$ cat config.mk
export PLATFORM = sky130hd
export DESIGN_NAME = mbe_final_adder_seq
export DESIGN_NICKNAME = d
export VERILOG_FILES = /design/src/rtl/mbe_final_adder_seq.sv
export SDC_FILE = /design/constraint.sdc
export NUM_CORES = 1
export LEC_CHECK = 0
export ABC_AREA = 0
export ABC_CLOCK_PERIOD_IN_PS = 7100
export BUFFER_PORTS_ARGS = -buffer_cell sky130_fd_sc_hd__buf_2
export CAP_MARGIN = 30
export CORE_MARGIN = 2
export CORE_UTILIZATION = 35
export CTS_CLUSTER_SIZE = 10
export DETAILED_ROUTE_END_ITERATION = 10
export PLACE_DENSITY_LB_ADDON = 0.15
export SLEW_MARGIN = 25
export SYNTH_ARGS = -nofsm -noshare
export SYNTH_HDL_FRONTEND = slang
export SYNTH_SLANG_ARGS = --single-unit
$ cat constraint.sdc
create_clock -name clk -period 7.1 [get_ports clk]
set_input_delay 0.355 -clock clk [delete_from_list [all_inputs] [get_ports clk]]
set_output_delay 0.355 -clock clk [all_outputs]
set_load 0.03 [all_outputs]
$ cat src/rtl/mbe_final_adder_seq.sv
// mbe_final_adder_seq
//   Final carry-propagate adder behind the MBE Dadda tree. It adds the two reduced
//   rows CHUNK bits per cycle and keeps the carry in a register between chunks.
//   It takes NCHUNK cycles to form p = (a + b) mod 2^WIDTH.
//   Transfers use valid/ready handshakes on both sides. Only one transaction is in
//   flight at a time.
//
// Ports
//   clk          rising-edge clock
//   rst_n        asynchronous active-low reset
//   in_valid_i   a_i/b_i rows are valid
//   in_ready_o   block can accept a new pair of rows
//   a_i, b_i     reduced rows from the Dadda tree (WIDTH bits)
//   out_valid_o  p_o/cout_o hold a finished sum
//   out_ready_i  downstream takes the sum
//   p_o          (a + b) mod 2^WIDTH
//   cout_o       carry out of bit WIDTH-1 (informational)
//
// state | meaning
// ------+--------------------------------------------------------------
// IDLE  | waiting for a pair of rows; in_ready high once out of reset
// ADD   | adding one chunk per cycle, LSB chunk first
// DONE  | sum valid and held until the downstream takes it

module mbe_final_adder_seq #(
  parameter int WIDTH = 24,
  parameter int CHUNK = 8
) (
  input  logic             clk,
  input  logic             rst_n,
  input  logic             in_valid_i,
  output logic             in_ready_o,
  input  logic [WIDTH-1:0] a_i,
  input  logic [WIDTH-1:0] b_i,
  output logic             out_valid_o,
  input  logic             out_ready_i,
  output logic [WIDTH-1:0] p_o,
  output logic             cout_o
);

  localparam int NCHUNK = WIDTH / CHUNK;
  localparam int IDXW   = (NCHUNK > 1) ? $clog2(NCHUNK) : 1;

  if ((WIDTH % CHUNK) != 0) begin : g_bad_chunk
    $fatal(1, "mbe_final_adder_seq: WIDTH must be a multiple of CHUNK");
  end

  typedef enum logic [1:0] {
    S_IDLE = 2'd0,
    S_ADD  = 2'd1,
    S_DONE = 2'd2
  } state_t;

  state_t            state_q, state_d;
  logic              armed_q;
  logic [WIDTH-1:0]  a_q, b_q;
  logic [WIDTH-1:0]  p_q, p_d;
  logic              carry_q;
  logic              cout_q;
  logic [IDXW-1:0]   idx_q;
  logic [CHUNK:0]    sum;
  logic              accept;
  logic              last;

  assign accept = in_valid_i & in_ready_o;
  assign last   = (idx_q == IDXW'(NCHUNK - 1));

  // One chunk of the ripple: {carry, s} = a_chunk + b_chunk + carry_in.
  always_comb begin
    sum = {1'b0, a_q[idx_q*CHUNK +: CHUNK]}
        + {1'b0, b_q[idx_q*CHUNK +: CHUNK]}
        + {{CHUNK{1'b0}}, carry_q};
    p_d = p_q;
    p_d[idx_q*CHUNK +: CHUNK] = sum[CHUNK-1:0];
  end

  always_ff @(posedge clk or negedge rst_n) begin
    if (!rst_n) begin
      state_q <= S_IDLE;
    end else begin
      state_q <= state_d;
    end
  end

  always_comb begin
    state_d = state_q;
    case (state_q)
      S_IDLE:  if (accept)      state_d = S_ADD;
      S_ADD:   if (last)        state_d = S_DONE;
      S_DONE:  if (out_ready_i) state_d = S_IDLE;
      default:                  state_d = S_IDLE;
    endcase
  end

  // armed_q holds in_ready low through reset and until the first clock edge after release.
  always_comb begin
    in_ready_o  = armed_q && (state_q == S_IDLE);
    out_valid_o = (state_q == S_DONE);
    p_o         = p_q;
    cout_o      = cout_q;
  end

  always_ff @(posedge clk or negedge rst_n) begin
    if (!rst_n) begin
      armed_q <= 1'b0;
      a_q     <= '0;
      b_q     <= '0;
      p_q     <= '0;
      carry_q <= 1'b0;
      cout_q  <= 1'b0;
      idx_q   <= '0;
    end else begin
      armed_q <= 1'b1;
      if (accept) begin
        a_q     <= a_i;
        b_q     <= b_i;
        carry_q <= 1'b0;
        idx_q   <= '0;
      end else if (state_q == S_ADD) begin
        p_q     <= p_d;
        carry_q <= sum[CHUNK];
        if (last) begin
          cout_q <= sum[CHUNK];
          idx_q  <= '0;
        end else begin
          idx_q  <= idx_q + IDXW'(1);
        end
      end
    end
  end

endmodule

* After elaboration in Yosys (flattened, before gate mapping)
Cells that the tools add are included.
** Storage, ports and cells
- Output and inout port bits :: 27
- Word-level logic and storage cells :: 40
- Input port bits :: 52
- Flip-flop bits (word level) :: 79
** Operators by class
- Bitwise gates (word level) :: 2
- Equality and inequality tests :: 6
- Mux-type cells :: 10
- Shift operators :: 4
- Add/sub/neg operators :: 4
- Reductions and logical operators :: 6
** Operators by type and width (number)
- $shiftx 24x6->8 :: 2
- $neg 5->34 :: 1
- $shift 8x34->24 const A :: 1
- $shiftx 8x34->24 :: 1
- $bwmux 24 :: 1
- $mux 2 :: 6
- $add 8x8->9 :: 1
- $add 9x1->9 :: 1
- $pmux 2 s3 :: 1
- $reduce_and 3->1 :: 2
- $eq 2x2->1 const B :: 2
- $ne 2x2->1 const B :: 2
- $add 2x1->2 const B :: 1
- $eq 2x1->1 const B :: 1
- $logic_not 2->1 :: 1
- $mux 1 :: 2
- $ne 2x1->1 const B :: 1
- $reduce_and 2->1 :: 1
- $reduce_bool 2->1 :: 1
- $and 1x1->1 :: 1
- $logic_and 1x1->1 :: 1
- $not 1->1 :: 1

* Depth between registers and ports, before layout
Gate-level depths: netlist of run 1.
- Word-level depth :: 5
- Mapped depth :: 12
- Mapped depth without buffers :: 10

* Least setup slack after synthesis of run 1
Ideal clock, no wire load.
- Path type :: register -> register
- Start :: reg idx_q[1]
- End :: reg p_q[14], in the netlist p_o[14]
- Path buffers :: 2
- Clock period less this slack :: 2742 ps
- Setup time :: 83 ps
- Cell stages (with the launch flop) :: 13
- Required time :: 7017 ps
- Data arrival time :: 2659 ps
- Slack :: 4358 ps
- Cells stage by stage :: dfrtp_1 > clkbuf_1 > inv_1 > nor2_1 > buf_2 > nand2_1 > o21ai_0 > fa_1 > fa_1 > a211oi_1 > o21a_1 > o211ai_1 > o21ai_0
** On the way
- Longest elaborated chain between the ends :: 5
- Elaborated cells on any way between the ends :: 8
- Those cells by class :: add/sub: 3; shift: 4; mux: 1
** Ends and longest elaborated chain
- start: declaration :: line 60 : logic [IDXW-1:0] idx_q;
- start signal: assignment :: line 126 : idx_q <= idx_q + IDXW'(1);
- $shiftx 24x6->8 (on tied branches) :: line 70, 71
- $add 8x8->9 :: line 71 : + {1'b0, b_q[idx_q*CHUNK +: CHUNK]}
- $add 9x1->9 :: line 72 : + {{CHUNK{1'b0}}, carry_q};
- $shiftx 8x34->24 :: line 74 : p_d[idx_q*CHUNK +: CHUNK] = sum[CHUNK-1:0];
- $bwmux 24 (*) :: line 74
- end signal: assignment :: line 120 : p_q <= p_d;
- end: declaration :: line 57 : logic [WIDTH-1:0] p_q, p_d;
Mark *: on every way between the ends. The rest lies on a longest branch, timed or not.
A chain may end at the register's enable or synchronous reset.

* Worst setup path after layout of run 1
Same ends and word-level chain as after synthesis.

==> metrics list, run 1 <==
- Final nets: 448
* Placer's final routability congestion estimate: 0.750
- After detailed routing, the number of vias per cell comes to 4.93.
* Number of instances in the synthesized netlist: 302
- When the netlist entered floorplanning its net count stood at 368.
* Slew @ Worst Pin: between 600 and 700 ps
* Total I/O pin count: 79
- STA classifies the critical path startpoint as a flop.
* Path category of the worst min-delay check: input port to flop
- Fillers: 1,034
- The clock passes through at most 2 buffers.
- The number of global-route vias before repair was 2,678.
* IO buf count: 78
- For this block, the initial DRC count from the detailed router was 87.
- Clock tree from TritonCTS: built
- The final critical path takes up 43.6% of the cycle.
- Power Dens Cells: 527 mW/mm²
- Startpoint of the lowest-slack hold path: out_ready_i
- Startpoint of the lowest-slack register-to-register path: idx_q[1]
- Min cycle time layout: 3100 ps
- Standard-cell rows: 37
- For this block, the routed nets add up to 8340 µm of wire.
- After clock tree synthesis, the clock-pin slew on the worst setup and hold paths is 90 ps.
- Top cell type's share of synthesized area: 52.8%
- DRC violations left: 0
- Achievable Freq: 323 MHz
- After the flow finishes, the layout carries non-filler instances totaling 523.
- DPL Wire Length: ~6100 µm
* Count of different cell masters after synthesis: 43
* Kind of capture point of the worst setup path: flop
- Tracing the worst setup path back leads to its startpoint at idx_q[1].
* Number of buffers added to fix hold violations after cts: 1
- Setup repair after global routing left no endpoint under its margin.
- Count of H-tree levels built during CTS: 3
- Average cell area after synthesis: 12.4 µm²
- By area the synthesized netlist is led by dfrtp_1, mux2_2, mux2i_1, ha_1, o21ai_0.
* Category of the most critical setup path: flop to flop
* Chip width: 107 µm
- Total Power: 2380 µW
- The number of setup buffers added after CTS is 0.
* Post-placement cell count: 505
- Number of enable flip-flop cells after synthesis: 0
- The number of max-slew violations in the final report came to 0.
- Root buffer cell: clkbuf_8
* Top post-synthesis cells by count: dfrtp_1, mux2_2, nand2_1, o21ai_0, mux2i_1
- Cell taking the most area after synthesis: dfrtp_1
- Inserted Clock Buffers: 9
- The die is 107 µm tall.
* Grt total ovfl: 0
- Across the run, the number of max-cap violations was 0.
* Post-synthesis cell area: 0.00375 mm²
* Primary FF master, synth: dfrtp_1
- Initial core utilization: 36.1%
* Resize count post-CTS: 0
- In the final routed layout, each cell accounts on average for 15.9 µm.
- 0 antenna diodes ended up in the layout.
- Yosys Warn Count: 0
- Number of register bits inferred by synthesis: just under 80
- Required time of the worst setup path: ~7400 ps
- Setup violations remaining at the end of the flow were counted as 0.
- Most frequent cell after synthesis: dfrtp_1
* Wire length of the first global-routing pass: ~14,000 µm
- Worst slew margin: 55.7%
- Of the synthesized area, sequential elements account for 52.8%.
* Drt pass-1 iters: 4
- The initial antenna violation count is 0.
* Async S/R FF share, synth: 100%
- The clock reaches the later pin of the worst-skew pair after 350 ps.
- Clock skew: ~13 ps
* GR Util All Layers: 15.6%
- The analysis attributes to cell leakage a power of 0.00211 µW.
- Arrival time of the worst setup path: between 3000 and 4000 ps
- Across the VDD grid, the largest voltage drop is 212 µV.
- The flow ran to the end, and the final reports show no timing, DRC or antenna violations.
- Clock sink total: just under 80
- The core region is 0.0104 mm².
- Sum of negative setup slack: 0 ps
* Total count of hold-check failures in the final report: 0
* Layout cell share with drive strength beyond 1: 39.8%
- Layout overhead on the synthesized area: 20.3%
- In this run the worst path has a maximum fanout of 21.
- Die footprint: 0.0116 mm²
- The count of nets left with antenna violations once routing finished came out at 0.
- Entering global routing, the biggest net connects 53 pins.
* Via count: 2,578
==> kinds of logic after synthesis <==
| group | synth area share (%) |
|---|---|
| xor+xnor | 0.701 |
| simple gates | 8.48 |
| flops | 52.8 |
| fa+ha+maj | 5.08 |
| mux | 19.0 |
| buf+inv | 2.37 |
| compound gates | 11.6 |
| other cells | 0.100 |
==> cell type report <==
type / count / area (µm²) / area share [%]
Clock buffer: 11 / 151 / 3.36
Clock inverter: 5 / 63.8 / 1.42
Inverter: 3 / 11.3 / 0.250
Multi-Input combinational cell: 206 / 1680 / 37.3
Sequential cell: 79 / 1980 / 43.9
Tap cell: 136 / 170 / 3.77
Timing Repair Buffer: 83 / 453 / 10.0
==> power breakdown <==
group          switching, µW  leakage, µW  internal, µW  total (µW)
registers                113     0.000986           647         760
clock network            171     0.000106           184         355
logic                    736      0.00102           527        1260
total                   1020      0.00211          1360        2380
==> cell usage in the layout, fill, tap and decap left out, types with 2 or more instances in the layout <==
cell type	instances
a211oi_1	2
buf_4	4
o211ai_1	3
nor3b_1	2
nand3_1	2
a21oi_1	7
nand2b_1	2
fa_1	2
nand2_1	29
dfrtp_1	79
mux2i_1	17
a32o_1	3
o21ai_0	27
o21ai_1	2
mux2_2	48
inv_1	3
clkbuf_8	11
xnor2_1	3
nand4_1	2
a22o_1	15
nor2_1	7
ha_1	12
buf_2	77
a21o_1	3
clkinv_4	2
==> per-layer routing <==
| metal | share of wire, % | up-vias | GRT usage (%) |
|---|---|---|---|
| met3 | 4.3 | 8 | 3.93 |
| met2 | 47 | 55 | 24.9 |
| li1 | - | 1253 | - |
| met1 | 48 | 1262 | 20.8 |
| met5 | 0 | - | 0 |
| met4 | 1.2 | 0 | 4.95 |
==> worst max-delay path: stages (launching register included) <==
cell and delay (ps):
dfrtp_1 570, inv_1 210, nor2_1 110, buf_4 210, nand2_1 70, o21ai_0 110
fa_1 490, fa_1 440, a211oi_1 290, o21a_1 200, o211ai_1 150, o21ai_0 190
==> metrics by stage <==
stage	area [µm²]	utilization, %	hold slack [ps]	setup slack (ps)
6_report	4510	43.5	203	4000
5_1_grt	4510	43.5	197	3730
4_1_cts	4500	43.4	182	3770
3_5_place_dp	4280	41.2	329	3810
3_3_place_gp	4250	41.0	462	3940
2_1_floorplan	3750	-	59.4	4360
==> state kept, by name (all words and copies together), names as in the netlist <==
signal,count
b_q,24
state_q,2
cout_o,1
armed_q,1
p_o,24
idx_q,2
carry_q,1
a_q,24
==> worst paths after layout <==
path	end	slack, ps	cells after the start
worst max-delay path	p_o[14]	4000	11
max in group asynchronous	b_q[0]	6040	3
min in group asynchronous	armed_q	480	2
worst max register to register	p_o[14]	4000	11
worst min register to register	p_o[18]	490	2
worst min-delay path	state_q[1]	200	2
(Power assumes the default switching activity.)
==> run 2, diff against run 1 <==
ABC_CLOCK_PERIOD_IN_PS = 2900   (was 7100)
clock period = 2.9 ns   (was 7.1 ns; I/O delays follow)
==> run 2 against run 1 <==
Sequential power rose by 150%. Maximum frequency increased by 16%. Via count increased by 3.5%. Setup slack got worse by 3800 ps. Count of clock-buffer cells in the layout decreased by 1. Combinational power rose to 2.5 times the previous value. Non-clock buffer count increased by 18. Clock skew shrank 3.8 ps. Core utilization grew 1.9 points. Clock power grew to 2.6 times the previous value. First-iteration DRC count shrank 23%. Hold slack got worse by 190 ps. Critical path type unchanged. Critical endpoint is now p_o[6]. Largest power group unchanged.
==> metrics list, run 2 (same netlist as run 1, synthesis figures left out) <==
* Pre-CTS setup slack: 220 ps (was 3810 ps)
- The chip height is 107 µm (unchanged).
* Average wire per standard cell: 15.9 µm (about the same)
- Core area: 0.0104 mm² (unchanged)
- The leakage power summed over all cells is 0.00219 µW (was 0.00211 µW).
- Setup repair after global routing missed its margin: false (unchanged).
- The ratio of routed vias to standard cells is 4.93 (about the same).
- Beginning of the critical path: idx_q[0] (was idx_q[1])
- The layout overhead on the synthesized area was 25.5% (was 20.3%).
- The register-to-register path setup slack was 230 ps (was 4000 ps).
* Total Power: 5970 µW (was 2380 µW)
- The die footprint is 0.0116 mm² (unchanged).
- The post-CTS setup-driven buffer insertion count is 0 (unchanged).
* Number of global-route vias before repair: 2,691 (was 2,678)
- Max FO, Critical Path: 5 (was 21)
* Clock sink total: 79 (unchanged)
* Most frequent standard cell in the layout excluding fill and tap cells: dfrtp_1 (unchanged)
* Insertion delay of the later-clocked pin in the worst-skew pair: 360 ps (was 350 ps)
- The count of max-cap constraint violations was 0 (unchanged).
- Path category of the worst min-delay check: input port to flop (unchanged)
- DRC violations left: 0 (unchanged)
* DPL Wire Length: 6310 µm (was 6140 µm)
- The global-route total usage across every layer is 15.8% (was 15.6%).
* Via count: 2,669 (was 2,578)
- Arrival time of the worst setup path: 2950 ps (was 3370 ps)
- The wire length reported by the detailed router is 8580 µm (was 8340 µm).
- Standard-cell rows: 37 (unchanged)
* Peak supply drop: 474 µV (was 212 µV)
- Number of antenna diodes: 0 (unchanged)
- The aggregate negative setup slack came to 0 ps (unchanged).
- The final period demand of the worst path was 2670 ps (was 3100 ps).
* Final nets: 466 (was 448)
- The last weighted congestion value of the routability-driven placer is 0.781 (was 0.750).
* Clock skew: 8.98 ps (was 12.8 ps)
- The detailed-router iteration count before antenna repair was 4 (unchanged).
- The number of DRC violations after detailed-routing iteration 0 came to 67 (was 87).
- The global-route wire length before repair was 13,900 µm (was 13,800 µm).
- The maximum clock path buffer count came to 2 (unchanged).
- Share of the clock period used by the worst path: 92.2% (was 43.6%)
- Commonest cells after routing, fill and taps aside: dfrtp_1, buf_2, mux2_2 (unchanged)
* Count of H-tree levels built during CTS: 3 (unchanged)
- Clock tree from TritonCTS: built (unchanged)
- Inserted Clock Buffers: 9 (unchanged)
* Reg-to-reg critical path endpoint: p_o[6] (was p_o[14])
- The end point of the most critical hold path was a_q[5] (was state_q[1]).
- Power Dens Cells: 1270 mW/mm² (was 527 mW/mm²)
- The kind of start point of the critical path is a flop (unchanged).
- Category of the most critical setup path: flop to flop (unchanged)
* Post-route setup slack: 226 ps (was 4000 ps)
- Startpoint of the lowest-slack hold path: a_i[5] (was out_ready_i)
- The cell at the root of the clock tree is clkbuf_8 (unchanged).
- Startpoint of the lowest-slack register-to-register path: idx_q[0] (was idx_q[1])
- Number of pins exceeding their max-slew limit in the final report: 0 (unchanged)
- The initial antenna violation count came to 0 (unchanged).
- The kind of end point of the critical path was a flop (unchanged).
- The clock-pin slew on the worst setup and hold paths is 80 ps (was 90 ps).
- The multi-input combinational cell area is 0.00168 mm² (unchanged).
- The largest net degree at the start of global routing came to 53 (unchanged).
- Area of all sequential standard cells: 0.00198 mm² (unchanged)
- Resize count post-CTS: 0 (unchanged)
- Worst slew margin: 55.7% (about the same)
- The share of final-layout standard cells stronger than drive strength 1 is 38.3% (was 39.8%).
* Number of routed nets with antenna violations: 0 (unchanged)
- The count of port buffers added during placement is 78 (unchanged).
- Cell count of the worst reg-to-reg path: 8 (was 11)
- Total count of hold-check failures in the final report: 0 (unchanged)
- The number of inserted filler cells in the final layout is 1,036 (was 1,034).
* Slew @ Worst Pin: 664 ps (about the same)
- Total I/O pin count: 79 (unchanged)
- Chip width: 107 µm (unchanged)
* Worst Hold Depth: 2 (unchanged)
- Run status: completed (unchanged)
- Final number of setup-violating endpoints: 0 (unchanged)
- Grt total ovfl: 0 (unchanged)
* Achievable Freq: 374 MHz (was 323 MHz)
- Required time of the worst setup path: 3180 ps (was 7380 ps)
* Initial core utilization: 36.1% (unchanged)
==> run 2: worst max-delay path, stage by stage (launching register included) <==
cell and delay, ps:
dfrtp_1 500, mux2i_1 220, o21ai_0 140, fa_1 480, fa_1 440, a211oi_1 290, o21a_1 200, o211ai_1 150
o21ai_0 190
==> run 2: repair_timing <==
action | 4_1_cts | 5_1_grt
hold buffers | 16 | 1
hold endpoints to repair | 44 | 1
endpoints found under the setup margin | 0 | 0
==> run 2: per-layer routing <==
metal | up-vias | global-route usage [%] | wire length, µm
met5 | - | 0 | 0
met4 | 0 | 4.95 | 91
met3 | 7 | 3.93 | 328
met2 | 63 | 25.6 | 4110
met1 | 1309 | 20.7 | 4050
li1 | 1290 | - | -
==> run 2: where the power goes <==
group | total [µW] | internal [µW] | switching [µW]
combinational | 3160 | 1340 | 1820
clock | 923 | 491 | 432
sequential | 1890 | 1590 | 301
==> run 2: worst max-delay path by stage <==
stage              end  slack (ps)  depth (start not counted)
6_report        p_o[6]         230                          8
5_1_grt        p_o[14]          10                          8
4_1_cts         p_o[6]         190                          8
3_5_place_dp    p_o[6]         220                          8
3_3_place_gp   p_o[14]         330                          8
2_1_floorplan   p_o[6]         160                         12
==> run 2: layout make-up <==
class / instances / area share, %
tap: 136 / 3.62
timing repair buffer: 101 / 13.6
clock inverter: 6 / 2.00
sequential: 79 / 42.0
clock buffer: 10 / 2.71
inverter: 3 / 0.239
multi-input combinational: 206 / 35.8
==> run 2: through the flow <==
stage | area (µm²) | hold WS [ps] | std cells | util, %
final | 4700 | 15.2 | 541 | 45.3
after global routing | 4700 | 4.78 | 541 | 45.3
after CTS | 4690 | 1.34 | 540 | 45.2
after detailed placement | 4310 | 104 | 508 | 41.6
after global placement | 4280 | 347 | 507 | 41.3
after floorplan | 3750 | -151 | 302 | -
